## config.mk

```make
export PLATFORM = sky130hd
export DESIGN_NAME = fifo_write_arbiter
export DESIGN_NICKNAME = d
export VERILOG_FILES = /design/src/rtl/fifo_pkg.sv /design/src/rtl/rr_arbiter.sv /design/src/rtl/fifo_write_arbiter.sv
export SDC_FILE = /design/constraint.sdc
export NUM_CORES = 1
export LEC_CHECK = 0
export CORE_MARGIN = 2
export CORE_UTILIZATION = 46
export CTS_CLUSTER_DIAMETER = 150
export DETAILED_ROUTE_END_ITERATION = 10
export PLACE_DENSITY = 0.88
export SLEW_MARGIN = 10
export SYNTH_ARGS = -nofsm -noshare
export SYNTH_HDL_FRONTEND = slang
export SYNTH_SLANG_ARGS = --single-unit
```

## constraint.sdc

```tcl
create_clock -name wclk -period 6.4 [get_ports wclk]
set_clock_uncertainty 0.05 [all_clocks]
set_input_delay 1.28 -clock wclk [delete_from_list [all_inputs] [get_ports wclk]]
set_output_delay 1.28 -clock wclk [all_outputs]
set_load 0.05 [all_outputs]
```

## src/rtl/fifo_pkg.sv

```systemverilog
// Pointer helpers shared by the write- and read-side FIFO controllers.
package fifo_pkg;

    function automatic int fifo_depth(input int ptr_width);
        return 1 << ptr_width;
    endfunction

    function automatic logic [31:0] bin2gray(input logic [31:0] bin);
        return bin ^ (bin >> 1);
    endfunction

    function automatic logic [31:0] gray2bin(input logic [31:0] gray);
        logic [31:0] bin;
        bin[31] = gray[31];
        for (int i = 30; i >= 0; i--) begin
            bin[i] = bin[i+1] ^ gray[i];
        end
        return bin;
    endfunction

endpackage

```

## src/rtl/rr_arbiter.sv

```systemverilog
// Round-robin arbiter: first asserted request at or after prio, wrapping.
module rr_arbiter #(
    parameter int NUM_REQ = 4,
    parameter int IDX_W   = 2
) (
    input  logic [NUM_REQ-1:0] req,
    input  logic [IDX_W-1:0]   prio,
    output logic [NUM_REQ-1:0] gnt,
    output logic [IDX_W-1:0]   gnt_idx
);

    always_comb begin
        int         cand;
        logic [IDX_W-1:0] cand_idx;
        logic       found;
        gnt      = '0;
        gnt_idx  = '0;
        found    = 1'b0;
        cand     = 0;
        cand_idx = '0;
        for (int off = 0; off < NUM_REQ; off++) begin
            cand     = (int'(prio) + off) % NUM_REQ;
            cand_idx = IDX_W'(cand);
            if (!found && req[cand_idx]) begin
                gnt[cand_idx] = 1'b1;
                gnt_idx       = cand_idx;
                found         = 1'b1;
            end
        end
    end

endmodule

```

## src/rtl/fifo_write_arbiter.sv

```systemverilog
// Write side of an async FIFO: arbitrates several writers round-robin into
// the memory and maintains the Gray write pointer and conservative flags.
module fifo_write_arbiter
    import fifo_pkg::*;
#(
    parameter int PTR_WIDTH  = 4,
    parameter int DATA_WIDTH = 8,
    parameter int NUM_REQ    = 4,
    parameter int AF_TH      = 2
) (
    input  logic                          wclk,
    input  logic                          wrst,
    input  logic [NUM_REQ-1:0]            req,
    input  logic [NUM_REQ*DATA_WIDTH-1:0] req_data,
    input  logic [PTR_WIDTH:0]            rptr_gray_sync,
    output logic [NUM_REQ-1:0]            gnt,
    output logic                          mem_wen,
    output logic [PTR_WIDTH-1:0]          mem_waddr,
    output logic [DATA_WIDTH-1:0]         mem_wdata,
    output logic [PTR_WIDTH:0]            wptr_gray,
    output logic                          wfull,
    output logic                          walmost_full,
    output logic [PTR_WIDTH:0]            wlevel
);

    localparam int DEPTH = fifo_depth(PTR_WIDTH);
    localparam int IDX_W = $clog2(NUM_REQ);
    localparam logic [PTR_WIDTH:0] AF_LEVEL = (PTR_WIDTH+1)'(DEPTH - AF_TH);

    logic [PTR_WIDTH:0]   wbin_q, wbin_d;
    logic [PTR_WIDTH:0]   wptr_gray_q, wptr_gray_d;
    logic [PTR_WIDTH:0]   wlevel_q, wlevel_d;
    logic                 wfull_q, wfull_d;
    logic                 walmost_full_q, walmost_full_d;
    logic [IDX_W-1:0]     prio_q, prio_d;
    logic [IDX_W-1:0]     gnt_idx;
    logic [NUM_REQ-1:0]   req_ok;
    logic [PTR_WIDTH:0]   rbin;
    logic                 wen;

    // Reset or full suppresses every request, so the arbiter never grants then.
    assign req_ok = (wfull_q || wrst) ? '0 : req;

    rr_arbiter #(
        .NUM_REQ(NUM_REQ),
        .IDX_W  (IDX_W)
    ) u_rr (
        .req    (req_ok),
        .prio   (prio_q),
        .gnt    (gnt),
        .gnt_idx(gnt_idx)
    );

    assign wen          = |gnt;
    assign mem_wen      = wen;
    assign mem_waddr    = wbin_q[PTR_WIDTH-1:0];
    assign mem_wdata    = req_data[gnt_idx*DATA_WIDTH +: DATA_WIDTH];
    assign wptr_gray    = wptr_gray_q;
    assign wfull        = wfull_q;
    assign walmost_full = walmost_full_q;
    assign wlevel       = wlevel_q;

    always_comb begin
        rbin        = (PTR_WIDTH+1)'(gray2bin(32'(rptr_gray_sync)));
        wbin_d      = wbin_q + {{PTR_WIDTH{1'b0}}, wen};
        wptr_gray_d = (PTR_WIDTH+1)'(bin2gray(32'(wbin_d)));
        // Full when the write pointer is exactly one lap ahead of the read pointer.
        wfull_d = (wptr_gray_d == {~rptr_gray_sync[PTR_WIDTH:PTR_WIDTH-1],
                                   rptr_gray_sync[PTR_WIDTH-2:0]});
        wlevel_d       = wbin_d - rbin;
        walmost_full_d = (wlevel_d >= AF_LEVEL);
        prio_d         = prio_q;
        if (wen) begin
            prio_d = (gnt_idx == IDX_W'(NUM_REQ-1)) ? '0 : gnt_idx + IDX_W'(1);
        end
    end

    always_ff @(posedge wclk) begin
        if (wrst) begin
            wbin_q         <= '0;
            wptr_gray_q    <= '0;
            wlevel_q       <= '0;
            wfull_q        <= 1'b0;
            walmost_full_q <= 1'b0;
            prio_q         <= '0;
        end else begin
            wbin_q         <= wbin_d;
            wptr_gray_q    <= wptr_gray_d;
            wlevel_q       <= wlevel_d;
            wfull_q        <= wfull_d;
            walmost_full_q <= walmost_full_d;
            prio_q         <= prio_d;
        end
    end

endmodule

```

### Word-level counts from Yosys, hierarchy flattened

Index checks and enable logic that the tools add are counted.

* logic and storage cells: 74
* output and inout bits: 29
* bits in registers: 19

* multiplexer cells: 29
* bitwise operators: 9
* order comparisons: 9
* reduce and logical (&&, ||, !) cells: 12
* add/sub/neg operators: 6
* equality and inequality tests: 2
* shifts and indexed selects: 1

Operators by type and width (number)
* $shiftx 32x6->8: 1
* $mux 4: 5
* $lt 2x3->1 const B: 4
* $or 4x4->4: 3
* $mux 1: 11
* $mux 2: 5
* $bmux 1 s2: 4
* $demux 1 s2: 4
* $ge 2x1->1 const B: 4
* $logic_and 1x1->1: 7
* $add 5x1->5: 1
* $eq 5x5->1: 1
* $ge 5x4->1 const B: 1
* $sub 5x5->5: 1
* $xor 5x4->5: 1
* $add 2x1->2 const B: 2
* $add 2x2->2 const B: 2
* $reduce_or 4->1: 1
* $xor 1x1->1: 4
* $logic_not 1->1: 3
* $eq 2x2->1 const B: 1
* $not 2->2: 1
* $logic_or 1x1->1: 1

### Depth between registers and ports, before layout

Gate-level depths: netlist of run 1.

* depth after elaboration: 18
* depth in mapped cells: 18
* gate-level depth less buffers: 17

### Modules after synthesis

From an unflattened synthesis of run 1, not the netlist that was laid out.

* cell total of the unflattened synthesis: 150
* area total of the unflattened synthesis: 1515.2 µm²

Modules (own cells, without submodules)
* fifo_write_arbiter: instances 1, area each 1076.0 µm², sequential area each 360.3 µm², cells an instance 102
* rr_arbiter: instances 1, area each 439.2 µm², sequential area each 0.0 µm², cells an instance 48

### Worst setup path after synthesis of run 1

OpenSTA, ideal clock, no wires.

* path type: input to register
* from: in req[0]
* to: reg walmost_full_q, in the netlist walmost_full
* buffers on the path: 1
* setup time: 0.132 ns
* arrival time: 4.970 ns
* stages on the path: 15
* setup slack: 1.248 ns
* cell sequence: buf_2 > or3b_1 > a2111o_1 > a21oi_2 > a2111oi_4 > a21oi_2 > ha_1 > ha_1 > xor2_1 > ha_1 > a21o_1 > a21oi_1 > xnor2_1 > xnor2_1 > o32ai_1

* longest elaborated chain between the ends: 17
* elaborated cells between the ends (all ways): 29
* those cells by class: 2 x add/sub; 1 x order compare; 16 x mux; 3 x bitwise; 7 x reduce/logical

RTL lines
* from (decl): RTL line fifo_write_arbiter.sv:13 `input logic [NUM_REQ-1:0] req,`
* $mux 4 (*): RTL line fifo_write_arbiter.sv:42 `assign req_ok = (wfull_q || wrst) ? '0 : req;`
* $bmux 1 s2: RTL line rr_arbiter.sv:24 `if (!found && req[cand_idx]) begin`
* $mux 1 (not written as such): RTL line rr_arbiter.sv:24
* $mux 1: RTL line rr_arbiter.sv:24
* $logic_not 1->1: RTL line rr_arbiter.sv:24
* $logic_and 1x1->1: RTL line rr_arbiter.sv:24
* $mux 1: RTL line rr_arbiter.sv:24
* $logic_not 1->1: RTL line rr_arbiter.sv:24
* [3 not listed]
* $logic_and 1x1->1: RTL line rr_arbiter.sv:24
* $mux 4 (*): RTL line rr_arbiter.sv:24
* $reduce_or 4->1 (*): RTL line fifo_write_arbiter.sv:54 `assign wen = |gnt;`
* via mem_wen: RTL line fifo_write_arbiter.sv:17 `output logic mem_wen,`
* $add 5x1->5 (*): RTL line fifo_write_arbiter.sv:65 `wbin_d = wbin_q + {{PTR_WIDTH{1'b0}}, wen};`
* via wbin_d[2]: RTL line fifo_write_arbiter.sv:30 `logic [PTR_WIDTH:0] wbin_q, wbin_d;`
* $sub 5x5->5 (*): RTL line fifo_write_arbiter.sv:70 `wlevel_d = wbin_d - rbin;`
* $ge 5x4->1 (*): RTL line fifo_write_arbiter.sv:71 `walmost_full_d = (wlevel_d >= AF_LEVEL);`
* to (signal assigned): RTL line fifo_write_arbiter.sv:91 `walmost_full_q <= walmost_full_d;`
* to (decl): RTL line fifo_write_arbiter.sv:34 `logic walmost_full_q, walmost_full_d;`

Mark *: on every way through the listed nets, which the timed path passes. The rest lies on a longest branch. The select of a mux whose other input is x is not followed.
A chain may end at the register's enable or synchronous reset.

### Final worst setup path of run 1

* from: in req[2]
* to: out mem_wdata[0]

* longest elaborated chain between the ends: 14
* elaborated cells between the ends (all ways): 23
* those cells by class: 1 x shift; 16 x mux; 6 x reduce/logical

RTL lines
* $mux 4 (*): RTL line fifo_write_arbiter.sv:42
* $bmux 1 s2: RTL line rr_arbiter.sv:24
* $mux 1 (not written as such): RTL line rr_arbiter.sv:24
* $mux 1: RTL line rr_arbiter.sv:24
* $logic_not 1->1: RTL line rr_arbiter.sv:24
* $logic_and 1x1->1: RTL line rr_arbiter.sv:24
* $mux 1: RTL line rr_arbiter.sv:24
* $logic_not 1->1: RTL line rr_arbiter.sv:24
* $logic_and 1x1->1: RTL line rr_arbiter.sv:24
* $mux 1: RTL line rr_arbiter.sv:24
* $logic_not 1->1: RTL line rr_arbiter.sv:24
* $logic_and 1x1->1: RTL line rr_arbiter.sv:24
* $mux 2 (*): RTL line rr_arbiter.sv:24
* $shiftx 32x6->8 (*): RTL line fifo_write_arbiter.sv:57 `assign mem_wdata = req_data[gnt_idx*DATA_WIDTH +: DATA_WIDTH];`
* to (decl): RTL line fifo_write_arbiter.sv:19 `output logic [DATA_WIDTH-1:0] mem_wdata,`

Every way passes the cells marked *; elsewhere a longest branch is shown, timed or not. The select of a mux whose other input is x is not followed.

==> qor.csv, run 1 <==
metric;value;unit
# setup viols final;0;
CTS clk-pin slew, worst paths;0.09;ns
I/O Buffers;71;
maximum fanout along the worst path;10;
TritonCTS Sinks;18;
Max stage delay on crit path;0.72;ns
latest clock arrival within the worst-skew pair;0.29;ns
Ports;72;
worst hold margin;0.554;ns
FP Rows;21;
Crit path top cell by count;clkdlybuf4s50_1;
die width;63.6;µm
Synth top area share;22.1;%
Post-CTS Resized;0;
first-pass GRT wire length;6.77;mm
Final Max Slew Viols;0;
CP cell instances;clkdlybuf4s50_1 > or3b_1 > a2111o_1 > nand3b_4 > mux2i_4 > nor2_4 > mux4_2 > clkdlybuf4s50_1;
leakage;0.952;nW
pre-CTS WS;0.779;ns
ANT cells;0;
final wirelength;4.18;mm
Synth cell types;51;
TritonCTS clock tree;built;
fill count;275;
Core Footprint;3360;µm²
Starting DRT DRC Count;62;
run status;complete, no violations;
final std cells w/o fill;279;
slowest cell on the critical path;clkdlybuf4s50_1;
Max Freq;0.178;GHz
GPL Wtd Cong;0.946;
final count of hold timing violations;0;
drt wl/cell;15.0;µm
Warnings, synthesis;0;
Hold WC Path Type;flop to flop;
die footprint;4040;µm²
number of global-route vias before repair;1435;
Max Buffers Root-to-Sink;2;
period utilization;87.9;%
placed insts;275;
max_slew headroom;65.0;%
routed vias/inst;5.42;
critical path class;input port to primary output;
CP Capture Type;primary output;
max cap viols;0;
element type at the critical path start;input port;
drt drc;0;
mean post-synth cell area;10.0;µm²
post-detail-place hpwl;3.47;mm
Final ANT Viol Nets;0;
pin count of the biggest net entering global routing;20;
CTS H-Tree Depth;1;
delay-heaviest family, CP;buffers and inverters;
layout cells sized above 1;12.4;%
measured slew at the worst slew-check pin;0.525;ns
Initial Util;48.6;%
top cells by area, synth;dfxtp_1 22%, mux4_2 15%, ha_1 11%;
Num CTS Buffers;3;
arrival time worst endpoint;4.30;ns
GR Overflow Total;0;
Gate Count Post-Synth;163;
setup TNS;0;ns
Die H;63.6;µm
area grow syn2layout;47.6;%
CP Buf/Inv Count;2;
synthesized area;1630;µm²
final net count;292;
hold_buf cts;0;
final setup margin;0.773;ns
VDD IR-drop max;0.000379;V
initial antenna violation count;0;
number of synthesized register bits;18;
register area share after synthesis;22.1;%
area leader, netlist;dfxtp_1;
total chip power;0.000992;W
vias after detailed routing;1511;
postcts setup bufs;0;
first-pass iteration count of the detailed router;5;
Crit path required time;5.07;ns
Cell Pwr Density;411;nW/µm²
CTS root buffer;clkbuf_4;
syn nets;221;
area of the multi-input gates;1210;µm²
gr usage total;21.2;%
RSZ-0062 raised after global routing;no;
min cycle time layout;5.63;ns
sequential cell area;360;µm²
## flip-flops by register name, indices dropped and copies added, names as in the netlist, named ones only
register / flops
wbin_q: 5
wlevel: 5
wptr_gray: 4
prio_q: 1
walmost_full: 1
wfull: 1
## worst register-to-register path, delay by kind of cell, from the launching register on
family                   cells  cell delay (ns)
adder cells (fa/ha/maj)      4             1.24
buffers and inverters        1             0.23
flip-flops                   1             0.61
XOR/XNOR                     3             0.75
AO/OA/AOI/OAI                7             1.58
AND/OR/NAND/NOR              1             0.38
## synth_stat cells (all sizes together)
| master | n |
|---|---|
| fa | 1 |
| nor2b | 3 |
| or4 | 1 |
| o32ai | 1 |
| a221oi | 1 |
| xnor2 | 11 |
| xor2 | 9 |
| a2bb2oi | 1 |
| nand3 | 3 |
| a21o | 3 |
| or2b | 2 |
| nand2b | 5 |
| o2bb2ai | 1 |
| o311ai | 1 |
| mux2i | 2 |
| inv | 9 |
| nand3b | 2 |
| or2 | 2 |
| nor2 | 19 |
| a211o | 1 |
| a211oi | 1 |
| or3 | 2 |
| a222oi | 2 |
| nand2 | 5 |
| o22a | 1 |
| o21ai | 1 |
| a21oi | 12 |
| mux4 | 11 |
| buf | 3 |
| a21boi | 1 |
| o21bai | 1 |
| a2111oi | 2 |
| nor4 | 1 |
| dfxtp | 18 |
| or3b | 2 |
| a22o | 1 |
| ha | 14 |
| clkbuf | 3 |
| o21a | 1 |
| nor3b | 2 |
| a2111o | 1 |
## final timing paths
path / slack, ns / end / cells past startpoint / from
worst min-delay path: 0.55 / flop / 2 / wfull
worst max-delay path: 0.77 / mem_wdata[0] / 8 / req[2]
worst max register to register: 1.44 / walmost_full / 16 / flop
worst min register to register: 0.55 / flop / 2 / wfull
## power breakdown
| group | internal [W] | switching, W | total, W |
|---|---|---|---|
| Combinational | 0.000316 | 0.000444 | 0.000760 |
| Sequential | 0.000141 | 0.0000236 | 0.000165 |
| Clock | 0.0000347 | 0.0000330 | 0.0000677 |
| Total | 0.000492 | 0.000500 | 0.000992 |
## layout make-up
class / count / area share, %
multi-input cells: 130 / 50.0
repair buffers: 72 / 29.8
flip-flops and latches: 18 / 14.9
well taps: 46 / 2.39
clock buffers: 4 / 1.50
inverters: 9 / 1.40
## layout by cell type (no fill, tap or decap), types with 5 or more instances in the layout
cell,netlist,layout
xor2_1,9,9
clkdlybuf4s50_1,0,71
a21oi_1,10,10
inv_1,8,8
dfxtp_1,18,18
mux4_2,11,11
nand2_1,5,5
xnor2_1,11,11
nor2_1,17,17
nand2b_1,5,5
ha_1,14,14
## per-layer routing
layer / track usage (%) / up-vias / share of wire (%)
li1: - / 732 / -
met1: 23.4 / 731 / 39
met2: 40.8 / 44 / 56
met3: 3.04 / 4 / 4.4
met4: 7.07 / 0 / 1.1
met5: 0 / - / 0
## cell families (layout without fill, tap and decap cells)
group / count (synthesis) / in the layout / synth area share (%)
flip-flops: 18 / 18 / 22.1
multiplexers: 13 / 13 / 17.2
adder cells (fa/ha/maj): 15 / 15 / 11.9
XOR/XNOR: 20 / 20 / 10.7
buffers and inverters: 15 / 85 / 4.13
AO/OA/AOI/OAI: 33 / 33 / 16.8
AND/OR/NAND/NOR: 49 / 49 / 17.2
## stage by stage
| stage | util (%) | area [µm²] |
|---|---|---|
| 4_1_cts | 71.7 | 2410 |
| 2_1_floorplan | - | 1630 |
| 3_5_place_dp | 70.6 | 2380 |
| 6_report | 71.7 | 2410 |
| 5_1_grt | 71.7 | 2410 |
| 3_3_place_gp | 70.6 | 2380 |
No activity file was read; power rests on OpenSTA's default activity.
==> run 2: changes to the inputs <==
--- a/config.mk
+++ b/config.mk
@@ -5,11 +5,14 @@
 export SDC_FILE = /design/constraint.sdc
 export NUM_CORES = 1
 export LEC_CHECK = 0
+export CAP_MARGIN = 5
+export CORE_ASPECT_RATIO = 1.4
 export CORE_MARGIN = 2
 export CORE_UTILIZATION = 46
 export CTS_CLUSTER_DIAMETER = 150
 export DETAILED_ROUTE_END_ITERATION = 10
 export PLACE_DENSITY = 0.88
+export REMOVE_ABC_BUFFERS = 1
 export SLEW_MARGIN = 10
 export SYNTH_ARGS = -nofsm -noshare
 export SYNTH_HDL_FRONTEND = slang
==> qor.csv, run 2 (synthesized netlist as in run 1, its figures left out) <==
metric;value;unit
run status;complete, no violations;
setup TNS;0;ns
gr usage total;19.8;%
CP Buf/Inv Count;2;
CTS clk-pin slew, worst paths;0.06;ns
commonest non-fill, non-tap cell in the layout;clkdlybuf4s50_1;
period utilization;88.2;%
Core Footprint;3380;µm²
min cycle time layout;5.65;ns
CP cell instances;clkdlybuf4s50_1 > mux4_2 > nor2b_2 > nand3b_4 > mux2i_4 > nor2_4 > mux4_2 > clkdlybuf4s50_1;
final wirelength;4.03;mm
worst hold stages;2;
Worst path depth;8;
element type at the critical path start;input port;
post-detail-place hpwl;3.25;mm
sw power;0.000498;W
Initial Util;48.4;%
I/O Buffers;71;
latest clock arrival within the worst-skew pair;0.25;ns
Hold WC Path Type;flop to flop;
leakage;0.953;nW
pre-CTS WS;0.766;ns
arrival time worst endpoint;4.32;ns
drt wl/cell;14.8;µm
Cell Pwr Density;413;nW/µm²
TritonCTS clock tree;built;
initial antenna violation count;0;
sequential power share;16.7;%
Post-CTS Resized;0;
hold_buf cts;0;
FP Rows;25;
pin count of the biggest net entering global routing;20;
final count of hold timing violations;0;
Final ANT Viol Nets;0;
GR Overflow Total;0;
area grow syn2layout;47.5;%
vias after detailed routing;1505;
commonest cells after routing, fill and taps aside;71 x clkdlybuf4s50_1, 18 x dfxtp_1, 17 x nor2_1;
GPL Wtd Cong;0.894;
Comb pwr share;75.7;%
Crit path required time;5.07;ns
max cap viols;0;
slowest cell on the critical path;clkdlybuf4s50_1;
RSZ-0062 raised after global routing;no;
first-pass iteration count of the detailed router;4;
Net Sw Frac;50.0;%
CTS root buffer;clkbuf_8;
postcts setup bufs;0;
CP Capture Type;primary output;
ANT cells;0;
Max Freq;0.177;GHz
layout cells sized above 1;12.1;%
drt drc;0;
first-pass GRT wire length;5.97;mm
sequential cell area;360;µm²
measured slew at the worst slew-check pin;0.514;ns
area of the multi-input gates;1210;µm²
Starting DRT DRC Count;37;
Num CTS Buffers;3;
Max stage delay on crit path;0.72;ns
internal power;0.000498;W
Ports;72;
die footprint;4050;µm²
number of global-route vias before repair;1369;
VDD IR-drop max;0.000304;V
Clock power frac;7.6;%
Final Max Slew Viols;0;
routed vias/inst;5.53;
Die H;74.5;µm
maximum fanout along the worst path;10;
final setup margin;0.755;ns
# setup viols final;0;
fill count;255;
Reg2Reg Depth;16;
TritonCTS Sinks;18;
Max Buffers Root-to-Sink;2;
delay-heaviest family, CP;buffers and inverters;
final net count;292;
die width;54.4;µm
max_slew headroom;65.6;%
critical path class;input port to primary output;
CTS H-Tree Depth;1;
-- run 2: worst paths after layout --
path | startpoint | endpoint | slack [ns]
max | req[0] | mem_wdata[5] | 0.75
min | wfull | flop | 0.53
max reg2reg | flop | walmost_full | 1.54
min reg2reg | wfull | flop | 0.53
-- run 2: metal layers --
metal	global-route usage (%)	up-vias	wire [µm]
met2	36.1	54	2250
met1	20.7	714	1520
li1	-	731	-
met3	3.41	6	209
met5	0	-	0
met4	10.6	0	62
-- run 2: metrics by stage --
stage / hold slack [ns] / cell area, µm² / util, % / power [W] / cells
after CTS: 0.539 / 2410 / 71.3 / 0.000999 / 272
after global placement: 0.512 / 2370 / 70.1 / 0.000909 / 269
final: 0.529 / 2410 / 71.3 / 0.000996 / 272
after floorplan: 0.498 / 1600 / - / 0.000721 / 157
after detailed placement: 0.523 / 2370 / 70.1 / 0.000919 / 269
after global routing: 0.600 / 2410 / 71.3 / 0.00106 / 272
-- run 2: cell type report --
class                           instances  share of cell area, %
Clock buffer                            3                   1.71
Inverter                                9                   1.40
Multi-Input combinational cell        130                   50.1
Sequential cell                        18                   15.0
Tap cell                               40                   2.08
Timing Repair Buffer                   72                   29.8
-- run 2: worst reg2reg max path: stages, from the launching register on --
cell	delay [ns]
dfxtp_1	0.61
inv_2	0.22
ha_1	0.46
or3b_1	0.38
a2111o_1	0.51
a21oi_2	0.22
a2111oi_4	0.08
a21oi_2	0.26
ha_1	0.22
ha_1	0.19
xor2_1	0.42
ha_1	0.35
a21o_1	0.16
a21oi_1	0.18
xnor2_1	0.15
xnor2_1	0.16
o32ai_1	0.11
-- run 2: power by group through the flow --
stage	Sequential, W	Clock [W]	Combinational, W
2_1_floorplan	0.000244	0	0.000478
3_3_place_gp	0.000167	0	0.000742
3_5_place_dp	0.000169	0	0.000750
4_1_cts	0.000166	0.0000781	0.000755
5_1_grt	0.000170	0.0000812	0.000809
6_report	0.000166	0.0000761	0.000754
==> run 3: changes to the inputs <==
--- a/config.mk
+++ b/config.mk
@@ -11,6 +11,7 @@
 export CORE_UTILIZATION = 46
 export CTS_CLUSTER_DIAMETER = 150
 export DETAILED_ROUTE_END_ITERATION = 10
+export GPL_TIMING_DRIVEN = 0
 export PLACE_DENSITY = 0.88
 export REMOVE_ABC_BUFFERS = 1
 export SLEW_MARGIN = 10
==> qor.csv, run 3 (synthesized netlist as in run 1, its figures left out) <==
metric;value;unit
run status;complete, no violations;
drt drc;0;
post-detail-place hpwl;3.17;mm
post-layout util;71.5;%
max cap viols;0;
arrival time worst endpoint;4.32;ns
CTS H-Tree Depth;1;
FP Rows;25;
final wirelength;3.87;mm
Initial Util;48.4;%
Reg2Reg Depth;16;
hold_buf cts;0;
Max Freq;0.177;GHz
VDD IR-drop max;0.000335;V
Final Max Slew Viols;0;
first-pass iteration count of the detailed router;4;
GR Overflow Total;0;
number of global-route vias before repair;1468;
CTS root buffer;clkbuf_8;
Core Footprint;3380;µm²
die width;54.4;µm
die footprint;4050;µm²
area grow syn2layout;47.9;%
Die H;74.5;µm
setup TNS;0;ns
gr usage total;20.3;%
total chip power;0.00100;W
Max Buffers Root-to-Sink;2;
pin count of the biggest net entering global routing;20;
vias after detailed routing;1502;
Hold WC Path Type;flop to flop;
Starting DRT DRC Count;26;
max_slew headroom;61.2;%
# setup viols final;0;
period utilization;88.3;%
postcts setup bufs;0;
TritonCTS Sinks;18;
leakage;0.955;nW
commonest non-fill, non-tap cell in the layout;clkdlybuf4s50_1;
CTS clk-pin slew, worst paths;0.06;ns
measured slew at the worst slew-check pin;0.581;ns
routed vias/inst;5.52;
latest clock arrival within the worst-skew pair;0.25;ns
first-pass GRT wire length;6.29;mm
Num CTS Buffers;3;
initial antenna violation count;0;
drt wl/cell;14.2;µm
RSZ-0062 raised after global routing;no;
Post-CTS Resized;0;
Ports;72;
Final ANT Viol Nets;0;
element type at the critical path start;input port;
GPL Wtd Cong;0.884;
Crit path required time;5.07;ns
Cell Pwr Density;416;nW/µm²
worst hold stages;2;
CP Capture Type;primary output;
TritonCTS clock tree;built;
maximum fanout along the worst path;8;
ANT cells;0;
layout cells sized above 1;12.1;%
final count of hold timing violations;0;
commonest cells after routing, fill and taps aside;71 x clkdlybuf4s50_1, 18 x dfxtp_1, 17 x nor2_1;
min cycle time layout;5.65;ns
I/O Buffers;71;
critical path class;input port to primary output;
final net count;291;
-- run 3: cell count changes in the layout (fill, tap and decap cells not counted), sizes merged --
cell / previous run / this run
buf: 1 / 0
clkbuf: 3 / 4
-- run 3: area by class of cell --
class / count / area (µm²)
tap: 40 / 50.0
inverter: 9 / 33.8
fill: 268 / 962
clock buffer: 4 / 55.1
multi-input combinational: 130 / 1210
timing repair buffer: 71 / 711
sequential: 18 / 360
-- run 3: worst max-delay path, cell delays in order --
cell,delay (ns)
clkdlybuf4s50_1,0.60
or2b_1,0.28
mux4_2,0.52
o21bai_2,0.24
mux2i_4,0.12
nor2_4,0.22
mux4_2,0.35
clkdlybuf4s50_1,0.71
-- run 3: final timing paths --
kind,startpoint,to,slack [ns]
max,req[3],mem_wdata[2],0.75
min,wfull,flop,0.51
max reg2reg,flop,walmost_full,1.55
min reg2reg,wfull,flop,0.51
-- run 3: per-stage QoR --
step	hold slack, ns	area (µm²)	worst slack (ns)	cells
5_1_grt	0.582	2420	0.609	272
4_1_cts	0.527	2420	0.729	272
3_5_place_dp	0.510	2360	0.720	268
3_3_place_gp	0.502	2360	0.751	268
6_report	0.509	2420	0.746	272
2_1_floorplan	0.498	1600	1.38	157
-- run 3: routing by layer --
layer	GRT usage (%)	wire length [µm]
met5	0	0
met2	39.4	2160
met1	22.6	1470
met3	1.61	173
met4	5.83	64
-- run 3: power by group --
part / switching (W) / internal, W / total [W]
registers: 0.0000229 / 0.000141 / 0.000164
logic: 0.000436 / 0.000315 / 0.000751
clock network: 0.0000345 / 0.0000545 / 0.0000890
total: 0.000493 / 0.000511 / 0.00100
